File: src/rtl/pc_sequencer_pkg.sv
// pc_sequencer_pkg
// Shared definitions for the PC sequencer slice: the PC width, default
// boot/interrupt/step constants, the sequencer state type and a small
// helper for the sequential PC increment.
// No ports (package).

package pc_sequencer_pkg;

    localparam int PC_WIDTH = 32;

    typedef logic [PC_WIDTH-1:0] pc_t;

    localparam pc_t DEFAULT_RESET_ADDR = 32'd107;
    localparam pc_t DEFAULT_IRQ_VECTOR = 32'd4;
    localparam pc_t DEFAULT_PC_STEP    = 32'd1;

    // Encodings are visible on the debug state output, so they are fixed.
    typedef enum logic [1:0] {
        BOOT  = 2'd0,
        FETCH = 2'd1,
        EXEC  = 2'd2,
        HALT  = 2'd3
    } seq_state_t;

    // The PC is a word index; the increment wraps naturally modulo 2^32.
    function automatic pc_t pc_increment(input pc_t pc, input pc_t step);
        return pc + step;
    endfunction

endpackage

File: src/rtl/pc_sequencer_if.sv
// pc_sequencer_if
// Bundles every signal between the PC sequencer and its surroundings
// (fetch handshake, branch/jump decode, PC register, debug outputs).
//   master modport: the sequencer (drives pc_next, pc_write, fetch_req,
//                   epc, retired, state; observes everything else)
//   slave modport : the surrounding datapath / environment
// Clock and reset are not part of the bundle.

interface pc_sequencer_if;
    import pc_sequencer_pkg::*;

    pc_t         pc_cur;
    logic        imem_ready;
    logic        stall;
    logic        branch_taken;
    pc_t         branch_target;
    logic        jump;
    pc_t         jump_target;
    logic        halt;
    logic        irq;
    logic        irq_en;

    pc_t         pc_next;
    logic        pc_write;
    logic        fetch_req;
    pc_t         epc;
    logic [31:0] retired;
    logic [1:0]  state;

    modport master (
        input  pc_cur, imem_ready, stall, branch_taken, branch_target,
               jump, jump_target, halt, irq, irq_en,
        output pc_next, pc_write, fetch_req, epc, retired, state
    );

    modport slave (
        output pc_cur, imem_ready, stall, branch_taken, branch_target,
               jump, jump_target, halt, irq, irq_en,
        input  pc_next, pc_write, fetch_req, epc, retired, state
    );

endinterface

File: src/rtl/pc_sequencer_pc_next_sel.sv
// pc_next_sel
// Fixed-priority next-PC multiplexer: interrupt vector, then jump target,
// then branch target, otherwise the sequential PC.
// Ports:
//   irq_take      in   accepted interrupt this cycle
//   jump          in   take jump_target
//   branch_taken  in   take branch_target
//   jump_target   in   jump destination
//   branch_target in   branch destination
//   pc_cur        in   current PC
//   pc_next       out  selected next PC

module pc_next_sel
    import pc_sequencer_pkg::*;
#(
    parameter pc_t IRQ_VECTOR = DEFAULT_IRQ_VECTOR,
    parameter pc_t PC_STEP    = DEFAULT_PC_STEP
) (
    input  logic irq_take,
    input  logic jump,
    input  logic branch_taken,
    input  pc_t  jump_target,
    input  pc_t  branch_target,
    input  pc_t  pc_cur,
    output pc_t  pc_next
);

    // Priority chain; the sequential PC is the fall-through default.
    always_comb begin
        pc_next = pc_increment(pc_cur, PC_STEP);
        if (irq_take) begin
            pc_next = IRQ_VECTOR;
        end else if (jump) begin
            pc_next = jump_target;
        end else if (branch_taken) begin
            pc_next = branch_target;
        end
    end

endmodule

File: src/rtl/pc_sequencer.sv
// pc_sequencer
// Control FSM that decides when the PC register is loaded and with what:
// boot vector, fetch wait, stall, branch/jump redirect, a single interrupt
// vector with saved return address, halt, and a retired-instruction count.
// Ports:
//   clk    in   clock, rising edge
//   reset  in   asynchronous, active-low reset
//   bus    master modport of pc_sequencer_if (see that file)

module pc_sequencer
    import pc_sequencer_pkg::*;
#(
    parameter pc_t RESET_ADDR = DEFAULT_RESET_ADDR,
    parameter pc_t IRQ_VECTOR = DEFAULT_IRQ_VECTOR,
    parameter pc_t PC_STEP    = DEFAULT_PC_STEP
) (
    input  logic           clk,
    input  logic           reset,
    pc_sequencer_if.master bus
);

    seq_state_t  state_q, state_d;
    pc_t         epc_q, epc_d;
    logic [31:0] retired_q, retired_d;

    logic        irq_req;
    logic        exec_go;
    logic        irq_take;
    logic        sel_jump;
    logic        sel_branch;
    pc_t         sel_pc;

    logic        pc_write_c;
    pc_t         pc_next_c;
    logic        fetch_req_c;

    // An instruction completes in EXEC only when not stalled. Interrupts are
    // accepted at that point or while halted. A halt that is not overridden
    // by an interrupt forces the sequential PC, so jump/branch are masked.
    assign irq_req    = bus.irq & bus.irq_en;
    assign exec_go    = (state_q == EXEC) & ~bus.stall;
    assign irq_take   = irq_req & (exec_go | (state_q == HALT));
    assign sel_jump   = bus.jump & exec_go & ~bus.halt;
    assign sel_branch = bus.branch_taken & exec_go & ~bus.halt;

    pc_next_sel #(
        .IRQ_VECTOR (IRQ_VECTOR),
        .PC_STEP    (PC_STEP)
    ) u_pc_next_sel (
        .irq_take      (irq_take),
        .jump          (sel_jump),
        .branch_taken  (sel_branch),
        .jump_target   (bus.jump_target),
        .branch_target (bus.branch_target),
        .pc_cur        (bus.pc_cur),
        .pc_next       (sel_pc)
    );

    // Next-state and output decode. pc_next defaults to pc_cur so that a
    // stalled or idle cycle presents the unchanged PC.
    always_comb begin
        state_d     = state_q;
        epc_d       = epc_q;
        retired_d   = retired_q;
        pc_write_c  = 1'b0;
        pc_next_c   = bus.pc_cur;
        fetch_req_c = 1'b0;

        case (state_q)
            BOOT: begin
                pc_write_c = 1'b1;
                pc_next_c  = RESET_ADDR;
                state_d    = FETCH;
            end

            FETCH: begin
                fetch_req_c = 1'b1;
                if (bus.imem_ready) begin
                    state_d = EXEC;
                end
            end

            EXEC: begin
                if (!bus.stall) begin
                    pc_write_c = 1'b1;
                    pc_next_c  = sel_pc;
                    retired_d  = retired_q + 32'd1;
                    if (irq_take) begin
                        epc_d   = pc_increment(bus.pc_cur, PC_STEP);
                        state_d = FETCH;
                    end else if (bus.halt) begin
                        state_d = HALT;
                    end else begin
                        state_d = FETCH;
                    end
                end
            end

            HALT: begin
                // pc_cur already points past the halting instruction here.
                if (irq_take) begin
                    pc_write_c = 1'b1;
                    pc_next_c  = sel_pc;
                    epc_d      = bus.pc_cur;
                    state_d    = FETCH;
                end
            end

            default: begin
                state_d = BOOT;
            end
        endcase
    end

    // State, saved return PC and retired counter.
    always_ff @(posedge clk or negedge reset) begin
        if (!reset) begin
            state_q   <= BOOT;
            epc_q     <= '0;
            retired_q <= '0;
        end else begin
            state_q   <= state_d;
            epc_q     <= epc_d;
            retired_q <= retired_d;
        end
    end

    assign bus.pc_next   = pc_next_c;
    assign bus.pc_write  = pc_write_c;
    assign bus.fetch_req = fetch_req_c;
    assign bus.epc       = epc_q;
    assign bus.retired   = retired_q;
    assign bus.state     = state_q;

endmodule

File: src/flat_wrapper.sv
// flat-port wrapper written by rule: the top's interface ports become plain ports
module pc_sequencer_flat import pc_sequencer_pkg::*;
#(
    parameter pc_t RESET_ADDR = DEFAULT_RESET_ADDR,
    parameter pc_t IRQ_VECTOR = DEFAULT_IRQ_VECTOR,
    parameter pc_t PC_STEP    = DEFAULT_PC_STEP
)
  (clk, reset, bus_pc_cur, bus_imem_ready, bus_stall, bus_branch_taken, bus_branch_target, bus_jump, bus_jump_target, bus_halt, bus_irq, bus_irq_en, bus_pc_next, bus_pc_write, bus_fetch_req, bus_epc, bus_retired, bus_state);
  pc_sequencer_if bus_i ();
  input  logic clk;
  input  logic reset;
  input wire logic [$bits(bus_i.pc_cur)-1:0] bus_pc_cur;
  input wire logic [$bits(bus_i.imem_ready)-1:0] bus_imem_ready;
  input wire logic [$bits(bus_i.stall)-1:0] bus_stall;
  input wire logic [$bits(bus_i.branch_taken)-1:0] bus_branch_taken;
  input wire logic [$bits(bus_i.branch_target)-1:0] bus_branch_target;
  input wire logic [$bits(bus_i.jump)-1:0] bus_jump;
  input wire logic [$bits(bus_i.jump_target)-1:0] bus_jump_target;
  input wire logic [$bits(bus_i.halt)-1:0] bus_halt;
  input wire logic [$bits(bus_i.irq)-1:0] bus_irq;
  input wire logic [$bits(bus_i.irq_en)-1:0] bus_irq_en;
  output wire logic [$bits(bus_i.pc_next)-1:0] bus_pc_next;
  output wire logic [$bits(bus_i.pc_write)-1:0] bus_pc_write;
  output wire logic [$bits(bus_i.fetch_req)-1:0] bus_fetch_req;
  output wire logic [$bits(bus_i.epc)-1:0] bus_epc;
  output wire logic [$bits(bus_i.retired)-1:0] bus_retired;
  output wire logic [$bits(bus_i.state)-1:0] bus_state;
  assign bus_i.pc_cur = bus_pc_cur;
  assign bus_i.imem_ready = bus_imem_ready;
  assign bus_i.stall = bus_stall;
  assign bus_i.branch_taken = bus_branch_taken;
  assign bus_i.branch_target = bus_branch_target;
  assign bus_i.jump = bus_jump;
  assign bus_i.jump_target = bus_jump_target;
  assign bus_i.halt = bus_halt;
  assign bus_i.irq = bus_irq;
  assign bus_i.irq_en = bus_irq_en;
  assign bus_pc_next = bus_i.pc_next;
  assign bus_pc_write = bus_i.pc_write;
  assign bus_fetch_req = bus_i.fetch_req;
  assign bus_epc = bus_i.epc;
  assign bus_retired = bus_i.retired;
  assign bus_state = bus_i.state;
  pc_sequencer #(.RESET_ADDR(RESET_ADDR), .IRQ_VECTOR(IRQ_VECTOR), .PC_STEP(PC_STEP)) u_core (.clk(clk), .reset(reset), .bus(bus_i));
endmodule
File: config.mk
export PLATFORM = sky130hd
export DESIGN_NAME = pc_sequencer_flat
export DESIGN_NICKNAME = d
export VERILOG_FILES = /design/src/rtl/pc_sequencer_pkg.sv /design/src/rtl/pc_sequencer_if.sv /design/src/rtl/pc_sequencer_pc_next_sel.sv /design/src/rtl/pc_sequencer.sv /design/src/flat_wrapper.sv
export SDC_FILE = /design/constraint.sdc
export NUM_CORES = 1
export LEC_CHECK = 0
export BUFFER_PORTS_ARGS = -buffer_cell sky130_fd_sc_hd__buf_4
export CAP_MARGIN = 10
export CORE_UTILIZATION = 44
export DETAILED_ROUTE_END_ITERATION = 6
export GPL_TIMING_DRIVEN = 0
export PLACE_DENSITY_LB_ADDON = 0.12
export SLEW_MARGIN = 5
export SYNTH_ARGS = -nofsm -noshare
export SYNTH_HDL_FRONTEND = slang
export SYNTH_SLANG_ARGS = --single-unit
File: constraint.sdc
create_clock -name clk -period 2.7 [get_ports clk]
set_input_delay 0.54 -clock clk [delete_from_list [all_inputs] [get_ports clk]]
set_output_delay 0.54 -clock clk [all_outputs]
set_load 0.02 [all_outputs]
-- Yosys cells after proc, flatten, opt, wreduce, memory -nomap -nowiden
Cells that the tools add are included.
W data, S select, Z words.
- bits in registers: 66
- bits of input ports: 105
- output and inout port bits: 100
- logic and storage cells: 47
- $add $sub $neg: 2
- equality and inequality tests: 7
- multiplexer cells: 20
- bitwise gates (word level): 10
- reductions and logical operators: 5
- operator list (kind ; count):
    $mux W32 ; 8
    $pmux W32 S3 ; 1
    $add A32 B1 Y32 const B ; 2
    $pmux W32 S2 ; 1
    $mux W2 ; 5
    $pmux W2 S4 ; 1
    $and A1 B1 Y1 ; 7
    $eq A2 B2 Y1 const B ; 2
    $ne A2 B1 Y1 const B ; 2
    $ne A2 B2 Y1 const B ; 2
    $reduce_and A4 Y1 ; 1
    $mux W1 ; 3
    $pmux W1 S3 ; 1
    $reduce_and A3 Y1 ; 1
    $eq A2 B1 Y1 const B ; 1
    $logic_not A2 Y1 ; 1
    $not A1 Y1 ; 2
    $reduce_and A2 Y1 ; 1
    $reduce_bool A2 Y1 ; 1
    $or A1 B1 Y1 ; 1

-- Depth between registers and ports, before layout
Gate-level depths: netlist of the first run.
- depth in word-level cells: 9
- depth in mapped cells: 9
- gate-level depth less buffers: 7

-- Hierarchy
From an unflattened synthesis of the first run, not the netlist that was laid out.
- cells, all modules: 609
- area total of the unflattened synthesis: 5206.2 um2
- modules (own cells, without submodules) (module ; times used ; cells an instance ; area an instance (um2) ; sequential area each (um2)):
    pc_sequencer ; 1 ; 397 ; 3860.0 ; 1651.6
    pc_next_sel ; 1 ; 212 ; 1346.3 ; 0.0

-- Least setup slack after synthesis of the first run
No wires, ideal clock.
- path kind: register to output
- start point: reg u_core.state_q[1], in the netlist u_core.bus.state[1]
- end point: out bus_pc_next[24]
- data arrival time: 2539 ps
- data required time: 2160 ps
- slack: -379 ps
- cell stages (with the launch flop): 8
- buffers on the path: 1
- path through: dfrtp_1 > inv_1 > ha_1 > clkbuf_1 > a2111oi_0 > o21ai_0 > a311oi_1 > a2111o_1
- word-level cells in the longest chain between the ends: 9
- elaborated cells between the ends (all ways): 16
- classes of those cells: 2 x eq/ne; 6 x mux; 7 x bitwise; 1 x reduce/logical
- RTL lines (what ; line ; source):
    start, declared ; pc_sequencer.sv:22 ; seq_state_t state_q, state_d;
    start signal, assigned ; pc_sequencer.sv:122 ; state_q <= state_d;
    $eq A2 B2 Y1 ; pc_sequencer.sv:41, pc_sequencer.sv:69 ;
    $and A1 B1 Y1 ; pc_sequencer.sv:41 ; assign exec_go = (state_q == EXEC) & ~bus.stall;
    $and A1 B1 Y1 (2 in a row) ; pc_sequencer.sv:44 ; assign sel_branch = bus.branch_taken & exec_go & ~bus.halt;
    $mux W32 ; pc_sequencer_pc_next_sel.sv:35 ; end else if (branch_taken) begin
    $mux W32 ; pc_sequencer_pc_next_sel.sv:33 ; end else if (jump) begin
    $mux W32 ; pc_sequencer_pc_next_sel.sv:31 ; if (irq_take) begin
    $mux W32 (on tied branches) ; pc_sequencer.sv:101, pc_sequencer.sv:84 ;
    $pmux W32 S3 (*) ; pc_sequencer.sv:69 ; case (state_q)
    end, declared ; flat_wrapper.sv:22 ; output wire logic [$bits(bus_i.pc_next)-1:0] bus_pc_next;
Mark *: on every way between the ends. The rest lies on a longest branch, timed or not.

-- Worst setup path in the final report of the first run
- start point: reg u_core.state_q[0], in the netlist u_core.bus.state[0]
- end point: out bus_pc_next[0]
The elaborated chain is that of the path after synthesis.

==> results.sh, run 1 <==
export IMPL_hold_ws_ns=0.271
export IMPL_design_area_um2=8520
export IMPL_worstSetupPathType="reg2out"
export IMPL_dpl_cell_area_um2=6760
export IMPL_ir_worst_vdd_mv=0.770
export IMPL_place_congestion=0.919
export IMPL_setup_ws_ns=-0.298
export IMPL_crit_path_max_incr_delay_ns=0.44
export IMPL_finalNonFillerCells=1006
export IMPL_ant_nets=0
export IMPL_cts_buffers=9
export IMPL_die_w_um=107
export IMPL_synth_edf_count=0
export IMPL_grtUsageMet3_pct=6.11
export IMPL_synthDistinctLibCells=59
export IMPL_top_usage_layer="met2"
export IMPL_ctsHoldBuffers=0
export IMPL_first_pass_iters=6
export IMPL_fillers=700
export IMPL_power_density_nw_per_um2=809
export IMPL_synth_nets=711
export IMPL_drt_iter0_drc=657
export IMPL_tightest_slew_ns=1.23
export IMPL_rsz0062_at_grt="yes"
export IMPL_clk_pin_slew_ns=0.09
export IMPL_grt_max_degree=67
export IMPL_grt_overflow_total=0
export IMPL_dpl_hpwl_um=14500
export IMPL_ys_warn_count=0
export IMPL_crit_arrival_ns=2.46
export IMPL_critPathSlowestCell="dfrtp_2"
export IMPL_cts_sinks=66
export IMPL_slew_headroom_pct=17.0
export IMPL_cpMostUsedCell="buf_4"
export IMPL_drcViolationCount=0
export IMPL_finalWirelength_um=21900
export IMPL_io_buffers=191
export IMPL_insertion_delay_ns=0.37
export IMPL_num_vias=6270
export IMPL_critical_path_required_ns=2.16
export IMPL_syn_inst=599
export IMPL_area_growth_syn_to_layout_pct=74.3
export IMPL_finClkSkew_ns=0.0201
export IMPL_h_tree_depth=3
export IMPL_critPathCaptureType="output port"
export IMPL_num_io_pins=205
export IMPL_hold_viol_final=0
export IMPL_ys_async_sr_fraction_pct=100
export IMPL_post_route_period_util_pct=111
export IMPL_die_area_um2=11500
export IMPL_insertedDiodeCount=0
export IMPL_ys_flop_type="dfrtp_1"
export IMPL_post_synth_instance_area_um2=4890
export IMPL_cap_violations=0
export IMPL_antenna_found_initial=0
export IMPL_drive_gt1_share_pct=47.9
export IMPL_die_h_um=107
export IMPL_power_leakage_nw=3.56
export IMPL_rows=38
export IMPL_worstPathCellList="inv_2 -> ha_4 -> nor4bb_4 -> buf_4 -> buf_4 -> nor2_1 -> a21oi_2 -> o21ai_1 -> a221o_1 -> buf_6"
export IMPL_ys_ff_latch=66
export IMPL_wl_per_cell_um=21.7
export IMPL_p_sw_mw=3.00
export IMPL_cts_root_buf="clkbuf_8"
export IMPL_syn_mean_instance_area_um2=8.16
export IMPL_max_freq_mhz=334
export IMPL_path_max_fanout=7
export IMPL_fin_util_pct=78.6
export IMPL_grt_pass1_wl_um=31500
export IMPL_seqCellArea_um2=1650
export IMPL_ys_seq_area_share_pct=33.8
export IMPL_outcome="finished, violations left"
export IMPL_grt_usage_pct=35.8
export IMPL_grtUsageMet2_pct=60.4
export IMPL_nets=973
export IMPL_via_per_inst=6.23
export IMPL_core_um2=10800
export IMPL_start_util_pct=45.1
export IMPL_power_share_sequential_pct=21.8
export IMPL_hold_class="in2async"
export IMPL_cts_tree="done"
export IMPL_multiInputGateArea_um2=3930
export IMPL_intPower_mw=3.89
export IMPL_cp_start_kind="flip-flop"
export IMPL_violations="negative setup slack"
export IMPL_dp_cells=930
export IMPL_grt_pass1_vias=5898
export IMPL_grtUsageMet1_pct=44.1
export IMPL_period_needed_ns=3.00
export IMPL_finalSetupViolations=33
export IMPL_drv_slew=0
export IMPL_combPwrFrac_pct=64.1
export IMPL_clk_path_buf_depth=2
export IMPL_power_frac_clock_pct=14.2
export IMPL_switching_share_pct=43.5
registers in the layout, summed over array words and instances (netlist names):
| signal | count |
|---|---|
| u_core.bus.epc | 32 |
| u_core.bus.retired | 32 |
| u_core.bus.state | 2 |
final timing paths:
check / endpoint / from / cells after the start / slack [ns]
max reg2reg: u_core.bus.epc[23] / u_core.bus.state[1] / 7 / -0.06
min reg2reg: u_core.bus.retired[31] / u_core.bus.retired[31] / 1 / 0.48
min in group clk: u_core.bus.retired[31] / u_core.bus.retired[31] / 1 / 0.48
max: bus_pc_next[0] / u_core.bus.state[0] / 10 / -0.30
min: u_core.bus.retired[9] / reset / 1 / 0.27
max in group asynchronous: u_core.bus.epc[5] / reset / 1 / 1.83
logic make-up after synthesis:
kind of cell	count (synthesis)	synth area share (%)
buf+inv	54	4.46
fa+ha+maj	7	1.79
mux	4	0.845
xor+xnor	79	14.2
compound gates	147	19.9
flops	66	33.8
simple gates	242	25.0
final cells by class:
cell class	count	share of cell area, %
multi-input cells	479	46.1
clock buffers	10	1.62
repair buffers	259	24.9
clock inverters	6	1.06
flip-flops and latches	66	19.4
plain buffers	35	4.41
well taps	140	2.06
inverters	11	0.485
layer usage:
layer | up-vias | routed length [um]
met5 | - | 0
met4 | 0 | 1200
met3 | 99 | 2020
met2 | 462 | 10700
met1 | 2990 | 7970
li1 | 2719 | -
repair_timing:
item / CTS / global route
setup buffers: 45 / 22
gates resized for setup: 184 / 66
gates cloned: 2 / 0
endpoints found under the setup margin: 55 / 56
pin swaps: 41 / 43
power groups by stage:
stage	registers, mW	clock network, mW	logic, mW
global placement	1.50	0	3.30
detailed placement	1.51	0	3.34
global route	1.53	1.03	4.62
finish	1.50	0.977	4.42
floorplan	1.81	0	1.63
CTS	1.50	0.970	4.00
critical path, delay by kind of cell (launching register included):
kind | cells | cell delay, ns
and+or+nand+nor | 2 | 0.40
buffers and inverters | 4 | 0.54
DFF | 1 | 0.44
AOI/OAI and AO/OA | 3 | 0.49
adders and majority gates | 1 | 0.20
cell usage in the layout, fill, tap and decap left out, types with 5 or more instances in the layout:
master and count:
clkbuf_8 13, buf_4 222, nor3_1 18, nor2_1 60, o21ai_0 6, dfrtp_1 64
a21oi_1 37, nand2_1 34, xor2_1 18, buf_6 37, o21ai_1 10, nand3_1 27
a22oi_2 5, and3_1 12, clkbuf_1 8, a222oi_1 7, a221o_1 6, o221ai_4 7
buf_8 9, nor4_1 12, xnor2_1 59, nor2_4 8, o21ai_2 17, nand4_1 15
inv_1 8
Yosys cell counts, types with 4 or more instances:
master      n  area [um^2]
a222oi_1    7         70.1
nand2_1    43          161
buf_2       5         25.0
a221oi_1    4         35.0
nor4_1     18          113
a22oi_1     9         67.6
a221o_1     6         60.1
clkbuf_1   32          120
nor3_1     23          115
o2bb2ai_1   5         43.8
dfrtp_1    66         1650
and4_1      4         35.0
o221ai_1    7         61.3
xnor2_1    60          526
o21ai_0    37          185
and3_1     12         75.1
inv_1      11         41.3
nor2_1     69          259
nor2b_1     4         25.0
ha_1        7         87.6
xor2_1     19          166
nand4_1    15         93.8
nand3_1    29          145
and2_1      4         25.0
a21oi_1    43          215
stage by stage:
step                setup slack (ns)  TNS (ns)  total power, mW
detailed placement            -0.837    -17.04             4.85
floorplan                    -0.0865    -0.278             3.43
CTS                           -0.244     -4.22             6.47
global route                  -0.388     -9.53             7.18
finish                        -0.298     -7.20             6.89
global placement              -0.742    -15.45             4.80
Note: power is estimated with default switching activity, not from simulation.
==> inputs of run 2 (changes only) <==
--- a/config.mk
+++ b/config.mk
@@ -5,9 +5,10 @@
 export SDC_FILE = /design/constraint.sdc
 export NUM_CORES = 1
 export LEC_CHECK = 0
+export ABC_AREA = 1
 export BUFFER_PORTS_ARGS = -buffer_cell sky130_fd_sc_hd__buf_4
 export CAP_MARGIN = 10
-export CORE_UTILIZATION = 44
+export CORE_UTILIZATION = 47
 export DETAILED_ROUTE_END_ITERATION = 6
 export GPL_TIMING_DRIVEN = 0
 export PLACE_DENSITY_LB_ADDON = 0.12
==> results.sh, run 2 <==
export IMPL_cts_tree="done"
export IMPL_cts_sinks=66
export IMPL_intPower_mw=3.59
export IMPL_io_buffers=202
export IMPL_crit_arrival_ns=2.27
export IMPL_ant_nets=0
export IMPL_rows=40
export IMPL_drive_gt1_share_pct=28.3
export IMPL_wl_per_cell_um=16.6
export IMPL_switching_share_pct=43.9
export IMPL_synth_area_leaders="dfrtp_1 (28%), nand2_1 (25%), nor2_1 (6.8%)"
export IMPL_core_um2=12100
export IMPL_ys_flop_type="dfrtp_1"
export IMPL_insertion_delay_ns=0.35
export IMPL_num_io_pins=205
export IMPL_cts_buffers=9
export IMPL_hold_viol_final=0
export IMPL_synth_largest_area_cell="dfrtp_1"
export IMPL_outcome="finished, violations left"
export IMPL_cap_violations=0
export IMPL_finalWirelength_um=23300
export IMPL_die_area_um2=12900
export IMPL_dp_cells=1363
export IMPL_antenna_found_initial=1
export IMPL_p_sw_mw=2.81
export IMPL_cp_start_kind="input pin"
export IMPL_power_frac_clock_pct=20.5
export IMPL_finClkSkew_ns=0.00564
export IMPL_critPathCaptureType="output port"
export IMPL_grt_pass1_vias=7097
export IMPL_design_area_um2=8590
export IMPL_clk_path_buf_depth=2
export IMPL_hold_class="in2async"
export IMPL_violations="negative setup slack"
export IMPL_die_w_um=114
export IMPL_insertedDiodeCount=0
export IMPL_die_h_um=114
export IMPL_dpl_cell_area_um2=7600
export IMPL_slew_headroom_pct=40.1
export IMPL_h_tree_depth=3
export IMPL_critical_path_required_ns=2.16
export IMPL_drt_iter0_drc=843
export IMPL_setup_ws_ns=-0.114
export IMPL_power_share_sequential_pct=23.9
export IMPL_grt_pass1_wl_um=35700
export IMPL_place_congestion=0.989
export IMPL_synth_common_cells="nand2_1 (394), nor2_1 (107), inv_1 (95), o21ai_0 (68), dfrtp_1 (66)"
export IMPL_fin_util_pct=70.9
export IMPL_combPwrFrac_pct=55.5
export IMPL_syn_mean_instance_area_um2=5.92
export IMPL_tightest_slew_ns=0.898
export IMPL_rsz0062_at_grt="yes"
export IMPL_grt_usage_pct=36.1
export IMPL_final_cell_mix="nand2_1 (373), buf_4 (200), nor2_1 (102)"
export IMPL_ctsHoldBuffers=0
export IMPL_finalNonFillerCells=1399
export IMPL_synthDominantCellAreaShare_pct=28.1
export IMPL_setup_tns_ns=-1.66
export IMPL_nets=1338
export IMPL_ys_ff_latch=66
export IMPL_first_pass_iters=5
export IMPL_period_needed_ns=2.81
export IMPL_synthDistinctLibCells=37
export IMPL_synth_nets=1105
export IMPL_ir_worst_vdd_mv=0.487
export IMPL_grt_max_degree=67
export IMPL_fillers=1095
export IMPL_ys_warn_count=0
export IMPL_post_route_period_util_pct=104
export IMPL_syn_inst=993
export IMPL_post_synth_instance_area_um2=5870
export IMPL_clk_pin_slew_ns=0.06
export IMPL_layout_commonest_cell="nand2_1"
export IMPL_ys_async_sr_fraction_pct=100
export IMPL_worstSetupPathType="in2out"
export IMPL_grt_overflow_total=0
export IMPL_drv_slew=0
export IMPL_dpl_hpwl_um=17100
export IMPL_start_util_pct=48.5
export IMPL_path_max_fanout=6
export IMPL_power_leakage_nw=4.39
export IMPL_max_freq_mhz=355
export IMPL_area_growth_syn_to_layout_pct=46.2
export IMPL_power_density_nw_per_um2=745
export IMPL_yosysMostFrequentCell="nand2_1"
export IMPL_hold_ws_ns=0.304
export IMPL_via_per_inst=5.34
export IMPL_num_vias=7475
export IMPL_cts_root_buf="clkbuf_16"
export IMPL_ys_seq_area_share_pct=28.1
export IMPL_finalSetupViolations=26
export IMPL_synth_edf_count=0
export IMPL_drcViolationCount=0
run 2: changes by cell type in the layout (fill, tap and decap cells not counted), moves of 10 or more:
| cell | previous run | this run |
|---|---|---|
| nand2_1 | 34 | 373 |
| inv_1 | 8 | 92 |
| xnor2_1 | 59 | 9 |
| o21ai_0 | 6 | 50 |
| nor2_1 | 60 | 102 |
| nand3_1 | 27 | 53 |
| buf_4 | 222 | 200 |
| nand2_2 | 4 | 25 |
| and3_1 | 12 | 0 |
| nor4_1 | 12 | 0 |
| o21ai_2 | 17 | 5 |
| or2_2 | 2 | 13 |
| buf_6 | 37 | 27 |
run 2: cell families after synthesis:
kind of cell             share of synthesized area (%)
AND/OR/NAND/NOR                                   44.7
AO/OA/AOI/OAI                                     12.8
buffers and inverters                             8.88
flip-flops                                        28.1
XOR/XNOR                                          4.03
adder cells (fa/ha/maj)                           1.49
run 2: stage by stage:
stage | power (mW) | worst slack, ns
6_report | 6.40 | -0.114
4_1_cts | 6.23 | -0.0832
3_3_place_gp | 4.62 | -0.288
3_5_place_dp | 4.65 | -0.288
2_1_floorplan | 3.22 | 0.180
5_1_grt | 6.70 | -0.233
run 2: worst paths after layout:
check	cells after the start	startpoint	to	slack [ns]
setup / recovery	13	bus_pc_cur[0]	bus_pc_next[30]	-0.11
hold reg to reg	2	u_core.bus.epc[28]	u_core.bus.epc[28]	0.48
min in group clk	2	u_core.bus.epc[28]	u_core.bus.epc[28]	0.48
max in group asynchronous	1	reset	u_core.bus.state[0]	1.79
hold / removal	1	reset	u_core.bus.retired[5]	0.30
setup reg to reg	9	u_core.bus.state[0]	u_core.bus.epc[4]	0.48
run 2: cell type report:
cell class                 count  area [um^2]  area share [%]
multi-input combinational    794         3930            45.8
timing repair buffer         222         1800            21.0
sequential                    66         1650            19.3
inverter                      98          373            4.34
buffer                        35          285            3.32
clock buffer                  10          239            2.78
tap                          168          210            2.45
clock inverter                 6         90.1            1.05
run 2: power groups by stage:
stage	clock [mW]	combinational, mW	sequential (mW)
3_5_place_dp	0	3.11	1.54
4_1_cts	1.32	3.39	1.53
5_1_grt	1.35	3.78	1.57
3_3_place_gp	0	3.08	1.54
2_1_floorplan	0	1.36	1.85
6_report	1.31	3.55	1.53
run 2: per-layer routing:
| layer | share of wire [%] | vias to the layer above | GRT usage [%] | wire (um) |
|---|---|---|---|---|
| met1 | 39 | 3414 | 43.2 | 9190 |
| met4 | 5.0 | 4 | 18.0 | 1160 |
| li1 | - | 3600 | - | - |
| met5 | 0.24 | - | 0 | 55 |
| met2 | 47 | 364 | 61.3 | 11000 |
| met3 | 7.9 | 93 | 7.81 | 1830 |
run 2: critical path: stages:
cell     delay [ns]
buf_4          0.14
ha_1           0.21
inv_1          0.13
nor2_4         0.23
nand2_1        0.19
nor2_2         0.19
nand2_1        0.07
nand2_1        0.08
nand3_1        0.11
nand2_1        0.09
nand3_1        0.09
nand2_2        0.09
buf_6          0.11
run 2: what timing repair did:
action / in CTS / in global routing
setup endpoints to repair: 32 / 32
resized for setup: 99 / 56
gates cloned: 1 / 1
pin swaps: 12 / 21
buffers inserted: 13 / 5
==> inputs of run 3 (changes only) <==
--- a/config.mk
+++ b/config.mk
@@ -8,6 +8,7 @@
 export ABC_AREA = 1
 export BUFFER_PORTS_ARGS = -buffer_cell sky130_fd_sc_hd__buf_4
 export CAP_MARGIN = 10
+export CORE_MARGIN = 2
 export CORE_UTILIZATION = 47
 export DETAILED_ROUTE_END_ITERATION = 6
 export GPL_TIMING_DRIVEN = 0
==> results.sh, run 3 (synthesis results as in run 2) <==
export IMPL_outcome="finished, violations left"
export IMPL_violations="negative setup slack"
export IMPL_hold_ws_ns=0.304
export IMPL_cts_sinks=66
export IMPL_finalNonFillerCells=1401
export IMPL_finalSetupViolations=29
export IMPL_seqCellArea_um2=1650
export IMPL_slew_headroom_pct=41.6
export IMPL_nets=1340
export IMPL_start_util_pct=48.5
export IMPL_combPwrFrac_pct=56.6
export IMPL_via_per_inst=5.46
export IMPL_finalWirelength_um=23500
export IMPL_io_buffers=202
export IMPL_grt_overflow_total=0
export IMPL_cap_violations=0
export IMPL_finClkSkew_ns=0.00695
export IMPL_crit_path_max_incr_delay_ns=0.43
export IMPL_cp_depth=12
export IMPL_design_area_um2=8690
export IMPL_first_pass_iters=6
export IMPL_switching_share_pct=44.9
export IMPL_tightest_slew_ns=0.876
export IMPL_rsz0062_at_grt="yes"
export IMPL_post_place_ws_ns=-0.251
export IMPL_grt_pass1_vias=7107
export IMPL_dpl_cell_area_um2=7600
export IMPL_path_max_fanout=4
export IMPL_h_tree_depth=3
export IMPL_power_frac_clock_pct=18.9
export IMPL_fillers=1034
export IMPL_core_um2=12100
export IMPL_antenna_found_initial=0
export IMPL_post_route_period_util_pct=106
export IMPL_path_buf_inv=4
export IMPL_die_area_um2=13400
export IMPL_setup_ws_ns=-0.175
export IMPL_p_sw_mw=2.82
export IMPL_ir_worst_vdd_mv=0.566
export IMPL_clk_path_buf_depth=2
export IMPL_ctsHoldBuffers=0
export IMPL_layout_commonest_cell="nand2_1"
export IMPL_critPathTopFamily="simple AND/OR/NAND/NOR gates"
export IMPL_area_growth_syn_to_layout_pct=47.9
export IMPL_drv_slew=0
export IMPL_drcViolationCount=0
export IMPL_power_share_sequential_pct=24.5
export IMPL_critPathSlowestCell="dfrtp_2"
export IMPL_grt_pass1_wl_um=35600
export IMPL_power_leakage_nw=4.46
export IMPL_intPower_mw=3.47
export IMPL_drt_iter0_drc=955
export IMPL_insertedDiodeCount=0
export IMPL_cp_start_kind="flip-flop"
export IMPL_worstSetupPathType="reg2out"
export IMPL_dp_cells=1363
export IMPL_insertion_delay_ns=0.35
export IMPL_hold_viol_final=0
export IMPL_cts_buffers=9
export IMPL_grt_usage_pct=34.8
export IMPL_period_needed_ns=2.87
export IMPL_drive_gt1_share_pct=29.6
export IMPL_num_vias=7645
export IMPL_multiInputGateArea_um2=4010
export IMPL_ant_nets=0
export IMPL_fin_util_pct=71.7
export IMPL_num_io_pins=205
export IMPL_crit_arrival_ns=2.33
export IMPL_cts_tree="done"
export IMPL_power_density_nw_per_um2=724
export IMPL_rows=40
export IMPL_worstPathCellList="inv_2 -> ha_4 -> inv_4 -> nor2_4 -> buf_4 -> nand3_2 -> or2_2 -> nand3_1 -> nand2_1 -> nand2_1 -> a21oi_2 -> buf_4"
export IMPL_die_w_um=116
export IMPL_grt_max_degree=67
export IMPL_final_cell_mix="nand2_1 (365), buf_4 (193), nor2_1 (102)"
export IMPL_wl_per_cell_um=16.8
export IMPL_die_h_um=116
export IMPL_cts_root_buf="clkbuf_16"
export IMPL_place_congestion=0.976
export IMPL_hold_class="in2async"
export IMPL_power_total_mw=6.29
export IMPL_setup_tns_ns=-2.03
export IMPL_max_freq_mhz=348
export IMPL_critical_path_required_ns=2.16
export IMPL_clk_pin_slew_ns=0.06
export IMPL_dpl_hpwl_um=17000
export IMPL_critPathCaptureType="output port"
export IMPL_reg2regPathDepth=9
[run 3: final cells by class]
cell class | instances | area share, %
Timing Repair Buffer | 224 | 21.5
Clock inverter | 7 | 0.806
Tap cell | 168 | 2.42
Sequential cell | 66 | 19.0
Multi-Input combinational cell | 795 | 46.1
Buffer | 34 | 3.23
Inverter | 98 | 4.32
Clock buffer | 9 | 2.59
[run 3: worst register-to-register path, stage by stage, from the launching register on]
cell      delay [ns]
dfrtp_2         0.43
buf_4           0.14
ha_1            0.18
buf_4           0.17
nor2_1          0.11
nor2_1          0.09
inv_2           0.14
clkbuf_1        0.60
a21oi_1         0.09
a21oi_1         0.17
[run 3: power groups by stage]
stage / clock network (mW) / logic, mW / registers [mW]
final: 1.19 / 3.56 / 1.54
after global routing: 1.23 / 3.79 / 1.57
after CTS: 1.19 / 3.42 / 1.53
after detailed placement: 0 / 3.10 / 1.55
after global placement: 0 / 3.07 / 1.54
after floorplan: 0 / 1.36 / 1.85
[run 3: timing repair]
item                                    4_1_cts  5_1_grt
cloned                                        4        2
pin swaps                                    17       30
endpoints found under the setup margin       32       32
buffers inserted                             15        4
gates resized for setup                     118       64
[run 3: routing by layer]
layer	up-vias	part of all wire [%]	wire length, um	track usage (%)
met5	-	0	0	0
met4	0	4.9	1150	17.9
met3	109	9.6	2250	7.53
met2	475	48	11300	59.0
met1	3456	38	8850	41.5
li1	3605	-	-	-
[run 3: final timing paths]
| path | startpoint | endpoint | slack, ns |
|---|---|---|---|
| setup / recovery | u_core.bus.state[0] | bus_pc_next[3] | -0.17 |
| hold / removal | reset | u_core.bus.state[0] | 0.30 |
| setup reg to reg | u_core.bus.state[0] | u_core.bus.epc[4] | 0.49 |
| hold reg to reg | u_core.bus.epc[17] | u_core.bus.epc[17] | 0.49 |
| max in group asynchronous | reset | u_core.bus.state[1] | 1.78 |
| min in group clk | u_core.bus.epc[17] | u_core.bus.epc[17] | 0.49 |
